**config.mk**
```make
export PLATFORM = sky130hd
export DESIGN_NAME = tdm_demux4
export DESIGN_NICKNAME = d
export VERILOG_FILES = /design/src/rtl/tdm_demux4.sv
export SDC_FILE = /design/constraint.sdc
export NUM_CORES = 1
export LEC_CHECK = 0
export ABC_AREA = 1
export BUFFER_PORTS_ARGS = -buffer_cell sky130_fd_sc_hd__buf_2
export CAP_MARGIN = 0
export CORE_ASPECT_RATIO = 0.75
export CORE_MARGIN = 2
export CORE_UTILIZATION = 51
export CTS_CLUSTER_DIAMETER = 200
export DETAILED_ROUTE_END_ITERATION = 7
export PLACE_DENSITY = 0.81
export SYNTH_ARGS = -nofsm -noshare
export SYNTH_HDL_FRONTEND = slang
export SYNTH_SLANG_ARGS = --single-unit
```
**constraint.sdc**
```tcl
create_clock -name CLK -period 1.7 [get_ports CLK]
set_input_delay 0.51 -clock CLK [delete_from_list [all_inputs] [get_ports CLK]]
set_output_delay 0.51 -clock CLK [all_outputs]
set_load 0.02 [all_outputs]
```
**src/rtl/tdm_demux4.sv**
```systemverilog
// Slot-synchronous deserialiser for a paired dual 4:1 multiplexer: drives the
// shared slot select and rebuilds one 4-bit word per channel per frame.
module tdm_demux4 #(
  parameter int FREE_RUN = 1
) (
  input  logic       CLK,
  input  logic       nRST,
  input  logic       SYNC,
  input  logic       Za,
  input  logic       Zb,
  input  logic       nEa,
  input  logic       nEb,
  output logic       S0,
  output logic       S1,
  output logic [3:0] Qa,
  output logic [3:0] Qb,
  output logic       VALIDa,
  output logic       VALIDb,
  output logic       ERR
);

  typedef enum logic {IDLE, RUN} state_t;

  localparam state_t RESET_STATE = (FREE_RUN != 0) ? RUN : IDLE;

  state_t     state_reg, state_next;
  logic [1:0] slot_reg, slot_next;
  logic [2:0] shadow_a_reg, shadow_a_next;
  logic [2:0] shadow_b_reg, shadow_b_next;
  logic       en_a_reg, en_a_next;
  logic       en_b_reg, en_b_next;
  logic [3:0] qa_reg, qa_next;
  logic [3:0] qb_reg, qb_next;
  logic       valida_reg, valida_next;
  logic       validb_reg, validb_next;
  logic       err_reg, err_next;

  always_ff @(posedge CLK or negedge nRST) begin
    if (!nRST) begin
      state_reg    <= RESET_STATE;
      slot_reg     <= 2'd0;
      shadow_a_reg <= 3'd0;
      shadow_b_reg <= 3'd0;
      en_a_reg     <= 1'b1;
      en_b_reg     <= 1'b1;
      qa_reg       <= 4'h0;
      qb_reg       <= 4'h0;
      valida_reg   <= 1'b0;
      validb_reg   <= 1'b0;
      err_reg      <= 1'b0;
    end else begin
      state_reg    <= state_next;
      slot_reg     <= slot_next;
      shadow_a_reg <= shadow_a_next;
      shadow_b_reg <= shadow_b_next;
      en_a_reg     <= en_a_next;
      en_b_reg     <= en_b_next;
      qa_reg       <= qa_next;
      qb_reg       <= qb_next;
      valida_reg   <= valida_next;
      validb_reg   <= validb_next;
      err_reg      <= err_next;
    end
  end

  always_comb begin
    state_next    = state_reg;
    slot_next     = slot_reg;
    shadow_a_next = shadow_a_reg;
    shadow_b_next = shadow_b_reg;
    en_a_next     = en_a_reg;
    en_b_next     = en_b_reg;
    qa_next       = qa_reg;
    qb_next       = qb_reg;
    valida_next   = 1'b0;
    validb_next   = 1'b0;
    err_next      = 1'b0;

    case (state_reg)
      IDLE: begin
        slot_next = 2'd0;
        en_a_next = 1'b1;
        en_b_next = 1'b1;
        if (SYNC) state_next = RUN;
      end
      RUN: begin
        if (SYNC && (slot_reg != 2'd3)) begin
          // Misaligned marker: drop the partial frame and restart at slot 0.
          slot_next = 2'd0;
          err_next  = 1'b1;
          en_a_next = 1'b1;
          en_b_next = 1'b1;
        end else begin
          slot_next = slot_reg + 2'd1;
          if (slot_reg == 2'd3) begin
            // Last bit bypasses the shadow so the word lands one cycle after it.
            if (en_a_reg && !nEa) begin
              qa_next     = {Za, shadow_a_reg};
              valida_next = 1'b1;
            end
            if (en_b_reg && !nEb) begin
              qb_next     = {Zb, shadow_b_reg};
              validb_next = 1'b1;
            end
            en_a_next = 1'b1;
            en_b_next = 1'b1;
          end else begin
            shadow_a_next[slot_reg] = Za;
            shadow_b_next[slot_reg] = Zb;
            en_a_next = en_a_reg & ~nEa;
            en_b_next = en_b_reg & ~nEb;
          end
        end
      end
      default: begin
        state_next = RESET_STATE;
        slot_next  = 2'd0;
      end
    endcase
  end

  assign S0     = slot_reg[0];
  assign S1     = slot_reg[1];
  assign Qa     = qa_reg;
  assign Qb     = qb_reg;
  assign VALIDa = valida_reg;
  assign VALIDb = validb_reg;
  assign ERR    = err_reg;

endmodule

```
* Yosys cells after proc, flatten, opt, wreduce, memory -nomap -nowiden
Cells that the tools add are included.
** Cells by class
- Bitwise operators :: 7
- Muxes and demuxes :: 24
- Equality and inequality tests :: 2
- $lt $le $gt $ge :: 2
- Reduce and logical (&&, ||, !) cells :: 9
- Add/sub/neg operators :: 1
** Operators by type and width (count)
- $mux W1 :: 17
- $reduce_and A4 Y1 :: 2
- $bwmux W3 :: 2
- $not A1 Y1 :: 5
- $logic_and A1 B1 Y1 :: 4
- $pmux W1 S2 :: 2
- $pmux W2 S2 :: 1
- $lt A2 B3 Y1 const B :: 1
- $reduce_and A3 Y1 :: 1
- $add A2 B1 Y2 const B :: 1
- $and A1 B1 Y1 :: 2
- $demux W1 S2 :: 1
- $eq A2 B2 Y1 const B :: 1
- $ge A2 B1 Y1 const B :: 1
- $logic_not A1 Y1 :: 2
- $mux W2 :: 1
- $ne A2 B2 Y1 const B :: 1
** Storage, ports and cells
- Bits of input ports :: 7
- Register bits :: 22
- Output and inout port bits :: 13
- Word-level logic and storage cells :: 56

* Logic depth before layout (Yosys ltp)
Gate-level depths: netlist of run 1.
- Depth in word-level cells :: 6
- Gate-level depth with buffers :: 6
- Depth with buffers taken out :: 6

* Worst setup path after synthesis of run 1
No wires, ideal clock.
- Path kind :: reg-to-reg
- Start :: register slot_reg[1]
- End :: register shadow_a_reg[2]
- Setup slack :: 396 ps
- Clock period less this slack :: 1304 ps
- Library setup time :: 117 ps
- Data arrival time :: 1187 ps
- Buffers on the path :: 0
- Cell stages (with the launch flop) :: 6
- Data required time :: 1583 ps
- Path through :: dfrtp_1 -> ha_1 -> nor2_2 -> nand3_1 -> nand2_1 -> nand2_1
** Between the ends
- Word-level cells in the longest chain between the ends :: 5
- Elaborated cells between the ends (all ways) :: 12
- Those cells by class :: order compare: 2; eq/ne: 2; mux: 3; bitwise: 2; reduce/logical: 3
** RTL lines
- from (decl) :: RTL line 27 : logic [1:0] slot_reg, slot_next;
- from (signal assigned) :: RTL line 53 : slot_reg <= slot_next;
- $lt A2 B3 Y1 (implied by the code) / $ge A2 B1 Y1 (equally long branches) :: RTL line 108 : shadow_a_next[slot_reg] = Za;
- $logic_and A1 B1 Y1 (implied by the code) :: RTL line 108
- $mux W1 (implied by the code) :: RTL line 108
- $demux W1 S2 :: RTL line 108
- $bwmux W3 :: RTL line 108
- to (signal assigned) :: RTL line 54 : shadow_a_reg <= shadow_a_next;
- to (decl) :: RTL line 28 : logic [2:0] shadow_a_reg, shadow_a_next;
Parallel ways exist; a longest one is shown, timed or not.
A chain may end at the register's enable or synchronous reset.

* Worst setup path in the final report of run 1
- Start :: register slot_reg[0]
- End :: output S0
** RTL lines
- to (decl) :: RTL line 13 : output logic S0,
No word-level cell between the ends.

==> flow_summary.json, run 1 <==
{
  "run_status": "completed",
  "number_of_antenna_cells_inserted": 0,
  "ff_latch_area_um2": 554.3,
  "final_cells": 145,
  "drc_errors": 0,
  "timing_max_transition_violations_final": 0,
  "top_level_ports": 20,
  "synth.yosys.warnings": 0,
  "areaGrowthSynthToFinish_pct": 18.30,
  "worst_hold_path_type": "in2async",
  "cts.reportedPaths.clkPinSlew_ns": 0.12,
  "number_of_cts_inserted_buffers": 3,
  "postCtsSetupRepairBufs": 0,
  "fin_tns_setup_ns": 0,
  "tightest_slew_ns": 0.4711,
  "worst_ir_drop_vdd_uv": 859.1,
  "timing.max_slew.rel_slack_pct": 68.59,
  "dieHeight_um": 40.98,
  "cts_hold_buf": 0,
  "wl_per_cell_um": 11.50,
  "route.detailed.vias_per_inst": 4.772,
  "synth-seq-area-share_pct": 59.62,
  "grt_setup_unrepaired": "false",
  "worst-path-max-fanout": 5,
  "route.final.wire_length_mm": 1.668,
  "leakage_uw": 0.0006400,
  "multiInputGateArea_um2": 332.8,
  "total_number_of_clock_tree_sinks": 22,
  "clock_path_buffers": 2,
  "netlist_area_um2": 929.6,
  "cp.arrival_ns": 0.94,
  "timing.clock.skew_ns": 0.004145,
  "synthCells": 101,
  "initial_utilization_pct": 53.92,
  "ctsResizeCount": 0,
  "synth.lib_cells_used.distinct": 14,
  "routability_congestion_estimate_from_global_placement": 0.8096,
  "final-hold-violation-count": 0,
  "worst_path_max_delay_cell": "dfrtp_1",
  "deepest_level_of_the_cts_h_tree": 1,
  "grt_util_all_layers_pct": 17.50,
  "ant_nets": 0,
  "critPathTopFamily": "flip-flops",
  "placementRows": 13,
  "num-fill-cells": 147,
  "min_period_over_period_pct": 85.03,
  "synth_area_per_cell_um2": 9.204,
  "drt-initial-drc-count": 9,
  "final_period_demand_of_the_worst_path_ns": 1.446,
  "cp_data_required_time_ns": 1.19,
  "clockRootBuffer": "clkbuf_4",
  "vias_in_the_first_global_route": 623,
  "drv_cap": 0,
  "startpoint_type_of_the_worst_setup_path": "flop",
  "power.density_mw_per_mm2": 1517,
  "worstSetupPathType": "reg2out",
  "global_route.overflow_total": 0,
  "timing.fmax_mhz": 691.8,
  "die-area_mm2": 0.002184,
  "dp_hpwl_mm": 1.293,
  "die_extent_in_x_um": 53.30,
  "synth_seq_cells": 22,
  "whs_ns": 0.1313,
  "grt_max_degree": 23,
  "critPathMaxStageDelay_ns": 0.43,
  "number_of_instances_in_the_placed_design": 141,
  "cp-end-kind": "primary output",
  "cts_tree": "built",
  "count_of_buffers_inserted_at_the_top_level_ports": 19,
  "std_cell_core_area_mm2": 0.001724,
  "design_power_total_uw": 1668,
  "path_cells": "buf_2",
  "clkLatencyLatePin_ns": 0.31,
  "setup_violations": 0,
  "post_route_cells_drive_above_1_share_pct": 25.20,
  "critical_path_buf_inv_count": 1,
  "drt_first_pass_iters": 4,
  "grt_antenna_before_repair": 0,
  "postSynthNetCount": 112,
  "vias": 692,
  "nNetsFinal": 135,
  "grt_first_pass_wirelength_mm": 2.559
}
worst paths after layout:
kind / start / to / slack (ns) / depth (start not counted)
setup reg to reg: slot_reg[0] / shadow_a_reg[2] / 0.35 / 5
hold reg to reg: shadow_a_reg[0] / Qa[0] / 0.48 / 2
setup / recovery: slot_reg[0] / S0 / 0.25 / 1
max in group asynchronous: nRST / state_reg / 1.22 / 1
min in group CLK: SYNC / state_reg / 0.43 / 3
hold / removal: nRST / Qb[3] / 0.13 / 1
routing by layer:
layer	global-route usage, %	part of all wire (%)	up-vias
met5	0	0	-
met4	3.205	0	0
met3	7.664	5.8	0
met2	28.40	47	19
met1	22.25	48	317
li1	-	-	356
cell families after synthesis:
group	share of synthesized area, %
simple gates	30.42
flops	59.62
fa+ha+maj	5.384
buf+inv	4.576
power by group:
part / total [µW] / internal [µW] / switching, µW
registers: 786 / 692 / 94.2
logic: 486 / 171 / 316
clock network: 396 / 239 / 157
cells in the mapped netlist:
| master | n | area share (%) |
|---|---|---|
| buf_2 | 1 | 0.54 |
| dfrtp_1 | 19 | 51 |
| dfstp_2 | 3 | 8.5 |
| ha_1 | 4 | 5.4 |
| inv_1 | 10 | 4.0 |
| nand2_1 | 44 | 18 |
| nand2_2 | 1 | 0.67 |
| nand3_1 | 3 | 1.6 |
| nand4_1 | 6 | 4.0 |
| nor2_1 | 5 | 2.0 |
| nor2_2 | 1 | 0.67 |
| nor2_4 | 2 | 2.4 |
| nor3_1 | 1 | 0.54 |
| or2_2 | 1 | 0.67 |
cell type report:
type / instances / area share (%)
tap: 22 / 2.503
clock buffer: 3 / 2.048
clock inverter: 1 / 2.730
multi-input combinational: 68 / 30.26
sequential: 22 / 50.40
timing repair buffer: 19 / 8.646
inverter: 10 / 3.413
through the flow:
stage / utilization (%) / area (µm²) / worst slack, ns
floorplan: - / 929.6 / 0.3957
global placement: 60.74 / 1047 / 0.4094
detailed placement: 60.74 / 1047 / 0.3608
CTS: 63.79 / 1100 / 0.2373
global route: 63.79 / 1100 / 0.2030
finish: 63.79 / 1100 / 0.2544
placed cells by master, fill, tap and decap left out:
cell type,synthesis,final
buf_2,1,19
bufinv_16,0,1
clkbuf_4,0,3
dfrtp_1,19,19
dfstp_2,3,3
ha_1,4,4
inv_1,10,10
nand2_1,44,44
nand2_2,1,1
nand3_1,3,3
nand4_1,6,6
nor2_1,5,5
nor2_2,1,1
nor2_4,2,2
nor3_1,1,1
or2_2,1,1
Power figures use the tool's default switching activity.
==> run 2, diff against run 1 <==
--- a/config.mk
+++ b/config.mk
@@ -13,7 +13,7 @@
 export CORE_UTILIZATION = 51
 export CTS_CLUSTER_DIAMETER = 200
 export DETAILED_ROUTE_END_ITERATION = 7
-export PLACE_DENSITY = 0.81
+export PLACE_DENSITY = 0.75
 export SYNTH_ARGS = -nofsm -noshare
 export SYNTH_HDL_FRONTEND = slang
 export SYNTH_SLANG_ARGS = --single-unit
==> run 2 against run 1 <==
Effect of this change: global-route usage is 0.26 points lower; highest routed layer is now met4; power decreased by 7.2%; non-clock buffer count unchanged; critical path type unchanged; critical endpoint unchanged.
==> flow_summary.json, run 2 (same netlist as run 1, synthesis figures left out) <==
{
  "run_status": "completed",
  "num-fill-cells": 162,
  "placementRows": 13,
  "multiInputGateArea_um2": 332.8,
  "setup_ws_ns": 0.2637,
  "deepest_level_of_the_cts_h_tree": 1,
  "wl_per_cell_um": 10.87,
  "critPathMaxStageDelay_ns": 0.43,
  "clkPwrFrac_pct": 18.1,
  "vias": 686,
  "grt_setup_unrepaired": "false",
  "cp_num_cells": 1,
  "mostFrequentLayoutCell": "nand2_1",
  "setup_violations": 0,
  "grt_util_all_layers_pct": 17.24,
  "pwr-share-comb_pct": 31.1,
  "critPathCapture": "S0",
  "cp_data_required_time_ns": 1.19,
  "drc_errors": 0,
  "path_cells": "buf_2",
  "cts.reportedPaths.clkPinSlew_ns": 0.11,
  "power.density_mw_per_mm2": 1428,
  "final_design_area_no_fill_mm2": 0.001084,
  "dieHeight_um": 40.98,
  "timing_max_transition_violations_final": 0,
  "postCtsSetupRepairBufs": 0,
  "reg2reg_setup_slack_ns": 0.33,
  "timing.clock.skew_ns": 0.001560,
  "startpoint_type_of_the_worst_setup_path": "flop",
  "cts_tree": "built",
  "leakage_uw": 0.0006330,
  "worst_hold_path_type": "in2async",
  "rr_startpoint": "slot_reg[0]",
  "total_number_of_clock_tree_sinks": 22,
  "route.final.wire_length_mm": 1.576,
  "areaGrowthSynthToFinish_pct": 16.55,
  "ff_latch_area_um2": 554.3,
  "std_cell_core_area_mm2": 0.001724,
  "timing.max_slew.rel_slack_pct": 68.61,
  "layout_common_cells": "44 x nand2_1, 19 x dfrtp_1, 19 x buf_2",
  "tightest_slew_ns": 0.4709,
  "cp-end-kind": "primary output",
  "ant_nets": 0,
  "critPathTopFamily": "flip-flops",
  "number_of_cts_inserted_buffers": 3,
  "number_of_antenna_cells_inserted": 0,
  "global_route.overflow_total": 0,
  "timing.fmax_mhz": 696.3,
  "worst_ir_drop_vdd_uv": 859.8,
  "worstSetupPathType": "reg2out",
  "ctsResizeCount": 0,
  "final_period_demand_of_the_worst_path_ns": 1.436,
  "die_extent_in_x_um": 53.30,
  "crit_path_start": "slot_reg[0]",
  "nNetsFinal": 135,
  "placement.cell_area_mm2": 0.001047,
  "final-hold-violation-count": 0,
  "route.detailed.vias_per_inst": 4.731,
  "min_period_over_period_pct": 84.49,
  "swShare_pct": 35.84,
  "routability_congestion_estimate_from_global_placement": 0.7760,
  "worst-path-max-fanout": 5,
  "placement.setup.worst_slack_ns": 0.3548,
  "power.share.sequential_pct": 50.8,
  "grt_first_pass_wirelength_mm": 2.546,
  "drv_cap": 0,
  "grt_max_degree": 23,
  "initial_utilization_pct": 53.92,
  "grt_antenna_before_repair": 0,
  "internal-power_uw": 993.0,
  "post_route_cells_drive_above_1_share_pct": 25.20,
  "reg2reg_depth": 5,
  "dp_hpwl_mm": 1.236,
  "fin_tns_setup_ns": 0,
  "drt-initial-drc-count": 12,
  "clockRootBuffer": "clkbuf_4",
  "clock_path_buffers": 2,
  "worst_path_max_delay_cell": "dfrtp_1",
  "cts_hold_buf": 0,
  "critical_path_buf_inv_count": 1,
  "top_level_ports": 20,
  "count_of_buffers_inserted_at_the_top_level_ports": 19,
  "cp.arrival_ns": 0.93,
  "vias_in_the_first_global_route": 586,
  "die-area_mm2": 0.002184,
  "drt_first_pass_iters": 4,
  "clkLatencyLatePin_ns": 0.30,
  "critical_path.reg2reg.endpoint": "shadow_b_reg[2]",
  "switching_component_of_the_power_uw": 554.6
}
[run 2: per-stage QoR]
stage / power, µW / hold slack, ns / std cells / utilization (%)
after floorplan: 1109 / 0.2144 / 101 / -
after detailed placement: 1285 / 0.4606 / 141 / 60.74
after global placement: 1264 / 0.4571 / 141 / 60.74
after global routing: 1674 / 0.1642 / 145 / 62.84
final: 1548 / 0.1436 / 145 / 62.84
after CTS: 1569 / 0.1456 / 145 / 62.84
[run 2: power by group through the flow]
stage	Clock (µW)	Sequential [µW]	Combinational, µW
after floorplan	0	903	206
after global placement	0	787	477
after detailed placement	0	797	488
after CTS	291	788	490
after global routing	315	808	551
final	280	787	481
[run 2: area by class of cell]
| class | count | area share [%] |
|---|---|---|
| Sequential cell | 22 | 51.15 |
| Timing Repair Buffer | 19 | 8.776 |
| Multi-Input combinational cell | 68 | 30.72 |
| Tap cell | 22 | 2.540 |
| Inverter | 10 | 3.464 |
| Clock buffer | 4 | 3.349 |
[run 2: how the worst min path moves through the flow]
stage | from | end | slack (ns)
CTS | nRST | ERR | 0.15
finish | nRST | VALIDb | 0.14
global placement | Qb[3] | Qb[3] | 0.46
detailed placement | Qb[3] | Qb[3] | 0.46
floorplan | nRST | ERR | 0.21
global route | nRST | ERR | 0.16
[run 2: per-layer routing]
metal	share of wire (%)	track usage (%)	up-vias
met1	49	22.12	313
li1	-	-	357
met5	0	0	-
met2	44	28.09	14
met3	5.8	6.569	2
met4	0.63	3.846	0
